[config.mk]
export PLATFORM = sky130hd
export DESIGN_NAME = multicore_in_dispatch
export DESIGN_NICKNAME = d
export VERILOG_FILES = /design/src/rtl/rede_pkg.sv /design/src/rtl/rr_arbiter.sv /design/src/rtl/multicore_in_dispatch.sv
export SDC_FILE = /design/constraint.sdc
export NUM_CORES = 1
export LEC_CHECK = 0
export BUFFER_PORTS_ARGS = -buffer_cell sky130_fd_sc_hd__buf_2
export CAP_MARGIN = 40
export CORE_UTILIZATION = 53
export CTS_BUF_LIST = sky130_fd_sc_hd__clkbuf_4 sky130_fd_sc_hd__clkbuf_8
export DETAILED_ROUTE_END_ITERATION = 6
export PLACE_DENSITY = 0.83
export SETUP_SLACK_MARGIN = 0.3
export SYNTH_ARGS = -nofsm -noshare
export SYNTH_HDL_FRONTEND = slang
export SYNTH_SLANG_ARGS = --single-unit
[constraint.sdc]
create_clock -name clk -period 11.4 [get_ports clk]
set_clock_uncertainty 0.2 [all_clocks]
set_input_delay 3.42 -clock clk [delete_from_list [all_inputs] [get_ports clk]]
set_output_delay 3.42 -clock clk [all_outputs]
set_load 0.02 [all_outputs]
[src/rtl/rede_pkg.sv]
// Shared constants and dispatcher state encoding for the rede core array.
// The multicore input dispatcher and the output collector both import this package.
package rede_pkg;

    localparam int N_CORES  = 26;
    localparam int DATA_W   = 31;
    localparam int REQ_W    = 4;
    localparam int REQ_NONE = 0;

    typedef enum logic [1:0] {
        IDLE  = 2'd0,
        DRIVE = 2'd1,
        GUARD = 2'd2
    } disp_state_t;

endpackage

[src/rtl/rr_arbiter.sv]
// Combinational round-robin arbiter.
// Grants the first set request at or after ptr, wrapping from N-1 back to 0.
module rr_arbiter #(
    parameter int N  = 4,
    parameter int PW = (N > 1) ? $clog2(N) : 1
) (
    input  logic [N-1:0]  req,
    input  logic [PW-1:0] ptr,
    output logic [N-1:0]  grant,
    output logic [PW-1:0] idx,
    output logic          any
);

    int unsigned pos;

    always_comb begin
        grant = '0;
        idx   = '0;
        any   = 1'b0;
        pos   = 0;
        for (int unsigned i = 0; i < N; i++) begin
            pos = 32'(ptr) + i;
            if (pos >= 32'(N)) begin
                pos = pos - 32'(N);
            end
            if (!any && req[pos[PW-1:0]]) begin
                any = 1'b1;
                idx = pos[PW-1:0];
            end
        end
        if (any) begin
            grant[idx] = 1'b1;
        end
    end

endmodule

[src/rtl/multicore_in_dispatch.sv]
// Serves per-core input requests from one tagged sample stream: round-robin
// among matching cores, one-cycle one-hot grant, then a guard window.
module multicore_in_dispatch #(
    parameter int N_CORES   = 26,
    parameter int DATA_W    = 31,
    parameter int REQ_W     = 4,
    parameter int GUARD_CYC = 2
) (
    input  logic                      clk,
    input  logic                      rst,
    input  logic signed [DATA_W-1:0]  src_data,
    input  logic [REQ_W-1:0]          src_port,
    input  logic                      src_valid,
    output logic                      src_ready,
    input  logic [N_CORES*REQ_W-1:0]  req_in_flat,
    output logic signed [DATA_W-1:0]  io_in,
    output logic [REQ_W-1:0]          in_port,
    output logic [N_CORES-1:0]        in_grant
);

    import rede_pkg::*;

    localparam int PW = (N_CORES > 1) ? $clog2(N_CORES) : 1;
    localparam int CW = (GUARD_CYC > 1) ? $clog2(GUARD_CYC) : 1;
    localparam logic [CW-1:0] CNT_LAST = CW'((GUARD_CYC > 0) ? GUARD_CYC - 1 : 0);
    localparam logic [PW-1:0] PTR_LAST = PW'(N_CORES - 1);

    disp_state_t          state;
    logic [N_CORES-1:0]   match;
    logic [N_CORES-1:0]   mask;
    logic [N_CORES-1:0]   arb_grant;
    logic [PW-1:0]        arb_idx;
    logic                 arb_any;
    logic [PW-1:0]        rr_ptr;
    logic [PW-1:0]        winner;
    logic [CW-1:0]        cnt;
    logic [REQ_W-1:0]     req_k;

    always_comb begin
        match = '0;
        req_k = '0;
        for (int unsigned k = 0; k < N_CORES; k++) begin
            req_k    = req_in_flat[k*REQ_W +: REQ_W];
            match[k] = (req_k != REQ_W'(REQ_NONE)) && (req_k == src_port) && !mask[k];
        end
    end

    rr_arbiter #(
        .N  (N_CORES),
        .PW (PW)
    ) u_arb (
        .req   (match),
        .ptr   (rr_ptr),
        .grant (arb_grant),
        .idx   (arb_idx),
        .any   (arb_any)
    );

    assign src_ready = !rst && (state == IDLE) && src_valid && arb_any;

    // io_in/in_port double as the sample latch: loaded on transfer, held otherwise.
    always_ff @(posedge clk) begin
        if (rst) begin
            state    <= IDLE;
            rr_ptr   <= '0;
            mask     <= '0;
            cnt      <= '0;
            winner   <= '0;
            io_in    <= '0;
            in_port  <= '0;
            in_grant <= '0;
        end else begin
            in_grant <= '0;
            case (state)
                IDLE: begin
                    if (src_ready) begin
                        io_in    <= src_data;
                        in_port  <= src_port;
                        winner   <= arb_idx;
                        in_grant <= arb_grant;
                        rr_ptr   <= (arb_idx == PTR_LAST) ? '0 : arb_idx + 1'b1;
                        state    <= DRIVE;
                    end
                end
                DRIVE: begin
                    if (GUARD_CYC == 0) begin
                        state <= IDLE;
                    end else begin
                        mask[winner] <= 1'b1;
                        cnt          <= '0;
                        state        <= GUARD;
                    end
                end
                GUARD: begin
                    if (cnt == CNT_LAST) begin
                        mask  <= '0;
                        state <= IDLE;
                    end else begin
                        cnt <= cnt + 1'b1;
                    end
                end
                default: state <= IDLE;
            endcase
        end
    end

endmodule

==> impl_metrics.env <==
export IMPL_critPathArrivalTime_ns=7.36
export IMPL_dr_pass1_iters=7
export IMPL_cts_hold_buf=0
export IMPL_setup_tns_ns=0
export IMPL_ir_drop_uv=185.9
export IMPL_highest_layer="met5"
export IMPL_power_frac_clock_pct=4.3
export IMPL_drtIter0Drc=2897
export IMPL_clkTransAtPathRegs_ns=0.10
export IMPL_vias=19660
export IMPL_via_per_inst=7.340
export IMPL_synthCells=2092
export IMPL_synth_edf_count=0
export IMPL_power_density_nw_per_um2=308.1
export IMPL_antenna_found_initial=2
export IMPL_cts_root_buffer="clkbuf_8"
export IMPL_wl_met1_mm=28.21
export IMPL_drive_gt1_share_pct=21.01
export IMPL_drc=0
export IMPL_htree_levels=3
export IMPL_seqPwrFrac_pct=8.4
export IMPL_portBuffers=203
export IMPL_path_class="in2out"
export IMPL_hpwlAfterDp_mm=61.73
export IMPL_cts_buffer_depth=2
export IMPL_dieWidth_um=173.5
export IMPL_areaGrowthSynthToFinish_pct=12.37
export IMPL_fin_crit_sh_pct=96.28
export IMPL_tritoncts="done"
export IMPL_grt_usage_pct=50.50
export IMPL_ys_top_cells_by_area="dfxtp_1 13%, xor2_1 6.3%, a21oi_1 5.3%"
export IMPL_grt_pass1_wl_mm=115.3
export IMPL_setup_violations=0
export IMPL_grt_pass1_vias=18240
export IMPL_synth_common_cells="218 x nand2_1, 172 x nor2_1, 164 x a21oi_1, 112 x xor2_1, 102 x nor3_1"
export IMPL_overflow=0
export IMPL_netlist_area_um2=15590
export IMPL_fill_cells=2628
export IMPL_routed_wl_met3_mm=10.90
export IMPL_synth_cell_types=124
export IMPL_n_antenna_cell=0
export IMPL_ys_flop_type="dfxtp_1"
export IMPL_gp_congestion=1.204
export IMPL_fmaxAchievable_ghz=0.09110
export IMPL_tightestPinTransition_ns=1.176
export IMPL_start_util_pct=54.04
export IMPL_rsz0062_at_grt="no"
export IMPL_cp_max_fo=12
export IMPL_dieArea_um2=30110
export IMPL_coreArea_um2=28860
export IMPL_startpoint_type="input port"
export IMPL_ios=204
export IMPL_route_met2_wl_mm=32.52
export IMPL_cts_made_buffers=9
export IMPL_run_status="complete, no violations"
export IMPL_final_min_clock_period_ns=10.98
export IMPL_synth_nets=2273
export IMPL_ys_ff_latch=100
export IMPL_layout_nets=2470
export IMPL_slew_headroom_pct=21.59
export IMPL_grt_start_max_net_pins=55
export IMPL_p_int_mw=1.995
export IMPL_hold_viol=0
export IMPL_fp_row_count=62
export IMPL_hold_class="reg2reg"
export IMPL_final_util_pct=60.72
export IMPL_syn_area_per_cell_um2=7.454
export IMPL_antenna_left=0
export IMPL_cp_required_ns=7.78
export IMPL_p_leak_nw=7.065
export IMPL_die_h_um=173.5
export IMPL_synth_top_cell_by_area="dfxtp_1"
export IMPL_switchingPower_mw=3.404
export IMPL_p_sw_share_pct=63.05
export IMPL_async_reset_ff_share_pct=0
export IMPL_max_cap_violations=0
export IMPL_synth_warnings=0
export IMPL_pwr_share_comb_pct=87.3
export IMPL_clk_latency_ns=0.38
export IMPL_routed_wl_mm=78.37
export IMPL_wl_per_cell_um=29.26
export IMPL_slew_viol_final=0
export IMPL_synth_seq_area_share_pct=12.84
export IMPL_yosysMostFrequentCell="nand2_1"
export IMPL_clock_sinks=100
export IMPL_end_kind="output port"
export IMPL_synth_top_cell_area_share_pct=12.84
[sequential cells by signal, indices dropped and copies added (netlist names)]
register and cells:
state 2, winner 5, mask 26, cnt 1
io_in 31, in_grant 26, rr_ptr 5, in_port 4
[cells in the final DEF (no fill, tap or decap), drive strengths merged, types with 20 or more instances in the layout]
cell	count
inv	42
xor2	112
a211oi	46
dfxtp	100
xnor2	54
nor2b	35
ha	39
a21oi	171
nor3	104
nand4	30
and2	27
buf	312
a22oi	20
o21ai	85
a21boi	24
o22ai	21
nand3	103
mux2i	82
a31oi	34
mux4	35
nor4	23
nor2	175
o211ai	42
mux2	20
nand2	218
[metal layers]
metal | track usage, % | vias to the layer above
li1 | - | 8330
met1 | 61.91 | 9173
met2 | 75.95 | 1737
met3 | 14.85 | 415
met4 | 35.03 | 2
met5 | 0 | -
[path summary, 6_finish.rpt]
path | start | endpoint | slack (ns) | depth (start not counted)
hold / removal | in_port[1]$_SDFFE_PP0P_ | in_port[1]$_SDFFE_PP0P_ | 0.26 | 2
setup / recovery | src_port[3] | src_ready | 0.42 | 16
setup reg to reg | rr_ptr[1]$_SDFFE_PP0P_ | rr_ptr[2]$_SDFFE_PP0P_ | 2.79 | 23
hold reg to reg | in_port[1]$_SDFFE_PP0P_ | in_port[1]$_SDFFE_PP0P_ | 0.26 | 2
[final cells by class]
cell class	instances	area (um^2)	share of cell area [%]
inverter	42	157.7	0.8997
tap	384	480.5	2.742
clock buffer	10	131.4	0.7497
sequential	100	2006	11.45
clock inverter	6	56.30	0.3213
timing repair buffer	314	1863	10.63
multi-input combinational	1822	12830	73.21
[metrics by stage]
step                hold WS (ns)  area, um^2  cells  setup WS [ns]  total power [mW]
floorplan                 0.2371       15590   2092         0.7517             3.374
global placement          0.2394       17150   2643         0.4223             4.804
detailed placement        0.2471       17250   2658         0.3438             4.856
CTS                       0.2606       17430   2674         0.3206             5.103
global route              0.2745       17520   2678         0.3122             5.558
finish                    0.2596       17520   2678         0.4236             5.399
[power groups by stage]
stage	Sequential, mW	Combinational, mW	Clock [mW]
floorplan	0.472	2.90	0
global placement	0.452	4.35	0
detailed placement	0.456	4.40	0
CTS	0.448	4.42	0.230
global route	0.456	4.86	0.241
finish	0.453	4.71	0.233
[what timing repair did]
action,in CTS,in global routing
setup endpoints to repair,0,1
resized for setup,0,11
buffers inserted,0,2
[kinds of logic after synthesis]
group	after synthesis	synth area share (%)
buffers and inverters	170	5.264
muxes	137	11.79
DFF	100	12.84
AOI/OAI and AO/OA	659	30.67
adders and majority gates	39	3.129
and+or+nand+nor	820	26.44
xor gates and xnor gates	167	9.877
[critical path, stage by stage]
cell	delay (ns)
buf_2	0.32
buf_4	0.24
xor2_1	0.21
nor3_1	0.08
a32oi_1	0.60
nor2_1	0.27
buf_4	0.22
o221ai_1	0.19
o22ai_1	0.25
nor2_2	0.19
nand3_2	0.14
nor4_4	0.42
nand3_2	0.22
o31ai_4	0.31
inv_2	0.08
buf_2	0.17
No activity file was read; power rests on OpenSTA's default activity.
